### src/rtl/hazard_scoreboard_pkg.sv
// ---------------------------------------------------------------------------
// hazard_scoreboard_pkg
// Shared constants and helpers for the hazard scoreboard slice.
//   REG_W        register index width
//   NREG         architectural register count
//   X0_IDX       hard-wired zero register index
//   MAX_OUT_DEF  default limit of outstanding long-latency writes
//   CNT_W        width of the outstanding-write counter
//   reg_mask()   one-hot register mask, empty for x0
// ---------------------------------------------------------------------------
package hazard_scoreboard_pkg;

    localparam int REG_W       = 5;
    localparam int NREG        = 32;
    localparam int MAX_OUT_DEF = 4;
    localparam int CNT_W       = 4;

    localparam logic [REG_W-1:0] X0_IDX = '0;

    // One-hot mask for a register; x0 yields an empty mask so that any
    // set or clear aimed at x0 drops out naturally.
    function automatic logic [NREG-1:0] reg_mask(input logic [REG_W-1:0] r);
        logic [NREG-1:0] m;
        m = '0;
        if (r != X0_IDX) begin
            m[r] = 1'b1;
        end
        return m;
    endfunction

endpackage

### src/rtl/hazard_scoreboard_sb_out_ctr.sv
// ---------------------------------------------------------------------------
// sb_out_ctr
// Saturating up/down counter of outstanding long-latency writes.
//   clk, rstn : clock, asynchronous active-low reset
//   inc       : one new outstanding write
//   dec       : one outstanding write retired
//   cnt       : current count (0..MAX_OUT)
//   full      : cnt == MAX_OUT
//   empty     : cnt == 0
// inc and dec together leave the count unchanged. An inc while full or a
// dec while empty is ignored so the count never leaves 0..MAX_OUT.
// ---------------------------------------------------------------------------
module sb_out_ctr
    import hazard_scoreboard_pkg::*;
#(
    parameter int MAX_OUT = MAX_OUT_DEF
) (
    input  logic             clk,
    input  logic             rstn,
    input  logic             inc,
    input  logic             dec,
    output logic [CNT_W-1:0] cnt,
    output logic             full,
    output logic             empty
);

    localparam logic [CNT_W-1:0] CNT_MAX = CNT_W'(MAX_OUT);

    logic [CNT_W-1:0] cnt_q;

    assign full  = (cnt_q == CNT_MAX);
    assign empty = (cnt_q == '0);
    assign cnt   = cnt_q;

    always_ff @(posedge clk or negedge rstn) begin
        if (!rstn) begin
            cnt_q <= '0;
        end else begin
            case ({inc, dec})
                2'b10:   if (!full)  cnt_q <= cnt_q + 1'b1;
                2'b01:   if (!empty) cnt_q <= cnt_q - 1'b1;
                default: cnt_q <= cnt_q;
            endcase
        end
    end

endmodule

### src/rtl/hazard_scoreboard.sv
// ---------------------------------------------------------------------------
// hazard_scoreboard
// Register scoreboard for long-latency producers (loads, divides).
// Tracks one pending bit per register and stalls decode on RAW/WAW
// hazards against outstanding long writes, or when the outstanding
// limit MAX_OUT is reached.
//
// Ports:
//   clk, rstn               clock, asynchronous active-low reset
//   id_valid                decode holds an instruction
//   id_rs1/_used            source 1 index / is read
//   id_rs2/_used            source 2 index / is read
//   id_rd, id_we, id_long   destination, writes rd, long-latency producer
//   flush                   kill the decode instruction this cycle
//   wb_valid, wb_rd         long-latency write-back
//   stall_id                hold IF/ID, bubble into EX (combinational)
//   issue_fire              instruction accepted this cycle
//   pending[31:0]           outstanding-write bits (bit 0 always 0)
//   out_cnt[3:0]            outstanding long writes
//   sb_err                  sticky: write-back to a non-pending register
//
// Build option: SCOREBOARD_WB_BYPASS_EN -- a register being cleared by
// wb_valid in the current cycle is not treated as pending by the hazard
// compare, so a dependent instruction issues in the write-back cycle.
// ---------------------------------------------------------------------------
module hazard_scoreboard
    import hazard_scoreboard_pkg::*;
#(
    parameter int MAX_OUT = MAX_OUT_DEF
) (
    input  logic             clk,
    input  logic             rstn,
    input  logic             id_valid,
    input  logic [REG_W-1:0] id_rs1,
    input  logic             id_rs1_used,
    input  logic [REG_W-1:0] id_rs2,
    input  logic             id_rs2_used,
    input  logic [REG_W-1:0] id_rd,
    input  logic             id_we,
    input  logic             id_long,
    input  logic             flush,
    input  logic             wb_valid,
    input  logic [REG_W-1:0] wb_rd,
    output logic             stall_id,
    output logic             issue_fire,
    output logic [NREG-1:0]  pending,
    output logic [CNT_W-1:0] out_cnt,
    output logic             sb_err
);

    logic [NREG-1:0]  pending_q;
    logic [NREG-1:0]  pending_nxt;
    logic [NREG-1:0]  pending_eff;
    logic [NREG-1:0]  clr_mask;
    logic [NREG-1:0]  set_mask;
    logic             wb_hit;
    logic             wb_spur;
    logic             set_fire;
    logic             haz_rs1;
    logic             haz_rs2;
    logic             haz_waw;
    logic             haz_full;
    logic             cnt_full;
    logic             cnt_empty;
    logic             cnt_dec;
    logic             err_q;
    logic [CNT_W-1:0] cnt;

    // Write-back classification; x0 write-backs are ignored entirely.
    assign wb_hit  = wb_valid & (wb_rd != X0_IDX) &  pending_q[wb_rd];
    assign wb_spur = wb_valid & (wb_rd != X0_IDX) & ~pending_q[wb_rd];

    assign clr_mask = wb_hit ? reg_mask(wb_rd) : '0;

    // View of pending used by the hazard compare.
`ifdef SCOREBOARD_WB_BYPASS_EN
    assign pending_eff = pending_q & ~clr_mask;
`else
    assign pending_eff = pending_q;
`endif

    assign haz_rs1  = id_rs1_used & (id_rs1 != X0_IDX) & pending_eff[id_rs1];
    assign haz_rs2  = id_rs2_used & (id_rs2 != X0_IDX) & pending_eff[id_rs2];
    assign haz_waw  = id_we       & (id_rd  != X0_IDX) & pending_eff[id_rd];
    // Limit check uses the registered count only; a slot freed this
    // cycle becomes usable next cycle.
    assign haz_full = id_long & id_we & (id_rd != X0_IDX) & cnt_full;

    assign stall_id   = id_valid & (haz_rs1 | haz_rs2 | haz_waw | haz_full);
    assign issue_fire = id_valid & ~stall_id & ~flush;

    // Only accepted long producers create outstanding writes.
    assign set_fire = issue_fire & id_we & id_long & (id_rd != X0_IDX);
    assign set_mask = set_fire ? reg_mask(id_rd) : '0;

    // Clear before set: a same-register set and clear leaves the bit set.
    always_comb begin
        pending_nxt    = (pending_q & ~clr_mask) | set_mask;
        pending_nxt[0] = 1'b0;
    end

    always_ff @(posedge clk or negedge rstn) begin
        if (!rstn) begin
            pending_q <= '0;
        end else begin
            pending_q <= pending_nxt;
        end
    end

    always_ff @(posedge clk or negedge rstn) begin
        if (!rstn) begin
            err_q <= 1'b0;
        end else if (wb_spur) begin
            err_q <= 1'b1;
        end
    end

    // A hit always implies a non-zero count; the empty guard keeps the
    // counter from underflowing should the two ever disagree.
    assign cnt_dec = wb_hit & ~cnt_empty;

    sb_out_ctr #(
        .MAX_OUT (MAX_OUT)
    ) u_out_ctr (
        .clk   (clk),
        .rstn  (rstn),
        .inc   (set_fire),
        .dec   (cnt_dec),
        .cnt   (cnt),
        .full  (cnt_full),
        .empty (cnt_empty)
    );

    assign pending = pending_q;
    assign out_cnt = cnt;
    assign sb_err  = err_q;

endmodule

### config.mk
export PLATFORM = sky130hd
export DESIGN_NAME = hazard_scoreboard
export DESIGN_NICKNAME = d
export VERILOG_FILES = /design/src/rtl/hazard_scoreboard_pkg.sv /design/src/rtl/hazard_scoreboard_sb_out_ctr.sv /design/src/rtl/hazard_scoreboard.sv
export SDC_FILE = /design/constraint.sdc
export NUM_CORES = 1
export LEC_CHECK = 0
export CAP_MARGIN = 20
export CORE_UTILIZATION = 45
export CTS_BUF_LIST = sky130_fd_sc_hd__clkbuf_8 sky130_fd_sc_hd__clkbuf_16
export DETAILED_ROUTE_END_ITERATION = 12
export GPL_TIMING_DRIVEN = 0
export PLACE_DENSITY = 0.82
export SYNTH_ARGS = -nofsm -noshare
export SYNTH_HDL_FRONTEND = slang
export SYNTH_HIERARCHICAL = 1
export SYNTH_SLANG_ARGS = --single-unit
### constraint.sdc
create_clock -name clk -period 5.15 [get_ports clk]
set_clock_uncertainty 0.05 [all_clocks]
set_input_delay 1.545 -clock clk [delete_from_list [all_inputs] [get_ports clk]]
set_output_delay 1.545 -clock clk [all_outputs]
set_load 0.01 [all_outputs]
==> impl_metrics.tcl, run 1 <==
set metrics [dict create \
    grt_max_degree 37 \
    cts-root-buf "clkbuf_8" \
    grt_pass1_wl_mm 16.86 \
    drive_gt1_share_pct 24.48 \
    place.gp.congestion 0.9554 \
    drtPass1Iterations 5 \
    slew_viol_final 0 \
    synth_nets 351 \
    p_seq_share_pct 38.9 \
    peakVddDrop_v 0.0001300 \
    powerDensity_nw_per_um2 206.6 \
    cp-end-kind "output pin" \
    portBuffers 57 \
    die-area_um2 7587 \
    worst_slew_pin_slew_ns 0.8282 \
    p_comb_share_pct 31.2 \
    coreArea_um2 6907 \
    drtIter0Drc 348 \
    cp_max_fo 10 \
    synth_cell_types 68 \
    n_antenna_cell 0 \
    p_switching_uw 277.6 \
    layout_common_cells "clkdlybuf4s50_1, dfrtp_1, o31ai_1" \
    path_cells "buf_6 > mux4_2 > mux2_4 > a211oi_4 > o22ai_4 > o31a_1 > dlygate4sd2_1" \
    std_cell_rows 30 \
    remaining_drc_errors 0 \
    crit_path_max_incr_delay_ns 0.51 \
    internal_power_uw 575.2 \
    cts_tree "yes" \
    final_common_cell "clkdlybuf4s50_1" \
    track_usage_pct 29.77 \
    grt_overflow 0 \
    synth_sequential_area_ratio_pct 27.64 \
    ys.flop_type "dfrtp_1" \
    fin_crit_sh_pct 98.56 \
    worst_ep_required_time_ns 3.56 \
    fin_ws_ns 0.07437 \
    numClockSinks 36 \
    worstSetupStartpointType "input pin" \
    fin_cells 484 \
    fmax_ghz 0.1970 \
    arrival_ns 3.48 \
    viasPerCell 6.862 \
    cp_num_buf_inv 2 \
    cts_buffer_depth 2 \
    finalHoldViolCount 0 \
    yosysWarnings 6 \
    synthArstFlopShare_pct 100.0 \
    clk_latency_ns 0.30 \
    setup_violations 0 \
    wl_per_cell_um 22.16 \
    dp_slack_ns -0.8418 \
    switching_share_pct 32.55 \
    synth_edf_count 0 \
    synth_area_per_cell_um2 10.15 \
    die_y_um 87.11 \
    grt_pass1_vias 3150 \
    numCtsBuffers 5 \
    ys_seq_elements 36 \
    cellLeakagePower_uw 0.001585 \
    crit_type "input pin to output pin" \
    worstHoldPathType "register to register" \
    status "finished clean" \
    vias 3321 \
    place_area_um2 3945 \
    min_period_ns 5.076 \
    wl_mm 10.73 \
    design_area_um2 4128 \
    rsz0062_at_grt "false" \
    critPathTopFamily "multiplexers" \
    synthCells 321 \
    dp.cells 474 \
    dp_hpwl_mm 7.858 \
    start_util_pct 47.19 \
    syn_to_final_growth_pct 26.64 \
    slowest_stage "mux4_2" \
    num_io_pins 68 \
    cap_violations 0 \
    power_frac_clock_pct 29.9 \
    syn-cell-area_um2 3259 \
    clkTransAtPathRegs_ns 0.07 \
    antenna_found_initial 0 \
    relSlewSlack_pct 44.79 \
    nets 417 \
    die_x_um 87.11 \
    antenna_left 0 \
    htree_levels 2 \
]
metal layers:
metal	share of wire [%]	wire, µm	vias up	GRT usage [%]
met2	45	4826	256	46.17
met4	5.2	553	0	16.39
met5	0	0	-	0
li1	-	-	1430	-
met3	10	1116	50	5.687
met1	39	4229	1585	39.34
through the flow:
step | hold WS [ns] | utilization, % | total power [µW] | TNS (ns)
floorplan | 0.4432 | - | 488.7 | 0
global placement | 0.4013 | 57.19 | 587.1 | -1.516
detailed placement | 0.3952 | 57.12 | 593.5 | -1.770
CTS | 0.4101 | 59.33 | 849.1 | 0
global route | 0.4480 | 59.76 | 891.6 | 0
finish | 0.4066 | 59.76 | 852.9 | 0
registers in the layout, summed over array words and instances (netlist names):
register / cells
pending: 31
u_out_ctr/cnt: 4
sb_err: 1
worst paths after layout:
| kind | depth (start not counted) | start | slack (ns) | endpoint |
|---|---|---|---|---|
| max in group asynchronous | 1 | rstn | 3.23 | pending[19]$_DFF_PN0_ |
| worst max register to register | 12 | pending[15]$_DFF_PN0_ | 1.38 | u_out_ctr/cnt[2]$_DFFE_PN0P_ |
| worst max-delay path | 7 | id_rs2[0] | 0.07 | stall_id |
| worst min-delay path | 1 | sb_err$_DFFE_PN0P_ | 0.41 | sb_err$_DFFE_PN0P_ |
| worst min register to register | 1 | sb_err$_DFFE_PN0P_ | 0.41 | sb_err$_DFFE_PN0P_ |
| min in group asynchronous | 1 | rstn | 1.28 | pending[3]$_DFF_PN0_ |
cells in the mapped netlist, types with 2 or more instances:
cell	number	area (µm²)
o21ai_1	32	160.2
dfrtp_1	36	900.9
and2_1	2	12.51
or3b_2	2	17.52
mux4_1	4	105.1
mux4_2	20	450.4
mux2i_1	8	80.08
nor3_1	3	15.01
nor4_1	2	12.51
nor4b_1	2	17.52
nand2b_1	14	87.58
buf_4	8	60.06
nor2_2	2	12.51
nand2_1	5	18.77
buf_2	9	45.04
o21ai_0	5	25.02
a221oi_1	4	35.03
a21oi_1	4	20.02
nand3b_1	6	45.04
nand4_1	32	200.2
or2_2	2	12.51
o31ai_1	33	247.7
o21a_1	2	15.01
nor2b_1	5	31.28
mux2_2	9	101.4
inv_1	7	26.28
nor2_1	10	37.54
nand3_1	3	15.01
clkbuf_1	5	18.77
buf_6	7	78.83
power groups by stage:
stage	registers [µW]	clock network, µW	logic (µW)
global route	336	273	283
global placement	336	0	251
detailed placement	337	0	256
finish	332	255	266
CTS	332	256	261
floorplan	336	0	153
kinds of logic (layout without fill, tap and decap cells):
group                    Yosys count  in the layout  synth area share, %
AO/OA/AOI/OAI                     99             99                21.04
XOR/XNOR                           2              2               0.5375
adder cells (fa/ha/maj)            1              1               0.3838
buffers and inverters             37            104                7.140
flip-flops                        36             36                27.64
multiplexers                      42             42                23.07
other                              1              1               0.1151
AND/OR/NAND/NOR                  103            103                20.08
layout make-up:
type / count / area (µm²)
buffer: 29 / 210.2
sequential: 36 / 900.9
timing repair buffer: 60 / 591.8
clock inverter: 3 / 42.54
multi-input combinational: 248 / 2167
inverter: 7 / 26.28
tap: 96 / 120.1
fill: 590 / 2779
clock buffer: 5 / 68.82
worst reg2reg max path, delay by kind of cell (launching register included):
family,cells,cell delay (ns)
and+or+nand+nor,3,1.21
muxes,2,0.78
AOI/OAI and AO/OA,4,0.67
DFF,1,0.47
buffers and inverters,1,0.19
adders and majority gates,1,0.19
xor gates and xnor gates,1,0.09
timing repair:
action	in CTS	in global routing
buffers inserted	3	0
pin swaps	3	1
hold buffers	0	0
setup endpoints to repair	2	3
resized for setup	16	13
(Power assumes the default switching activity.)
==> run 2, diff against run 1 <==
--- a/config.mk
+++ b/config.mk
@@ -5,6 +5,7 @@
 export SDC_FILE = /design/constraint.sdc
 export NUM_CORES = 1
 export LEC_CHECK = 0
+export ABC_CLOCK_PERIOD_IN_PS = 5150
 export CAP_MARGIN = 20
 export CORE_UTILIZATION = 45
 export CTS_BUF_LIST = sky130_fd_sc_hd__clkbuf_8 sky130_fd_sc_hd__clkbuf_16
==> results of run 2 <==
No change in the layout: final DEF, timing and power equal those of run 1.
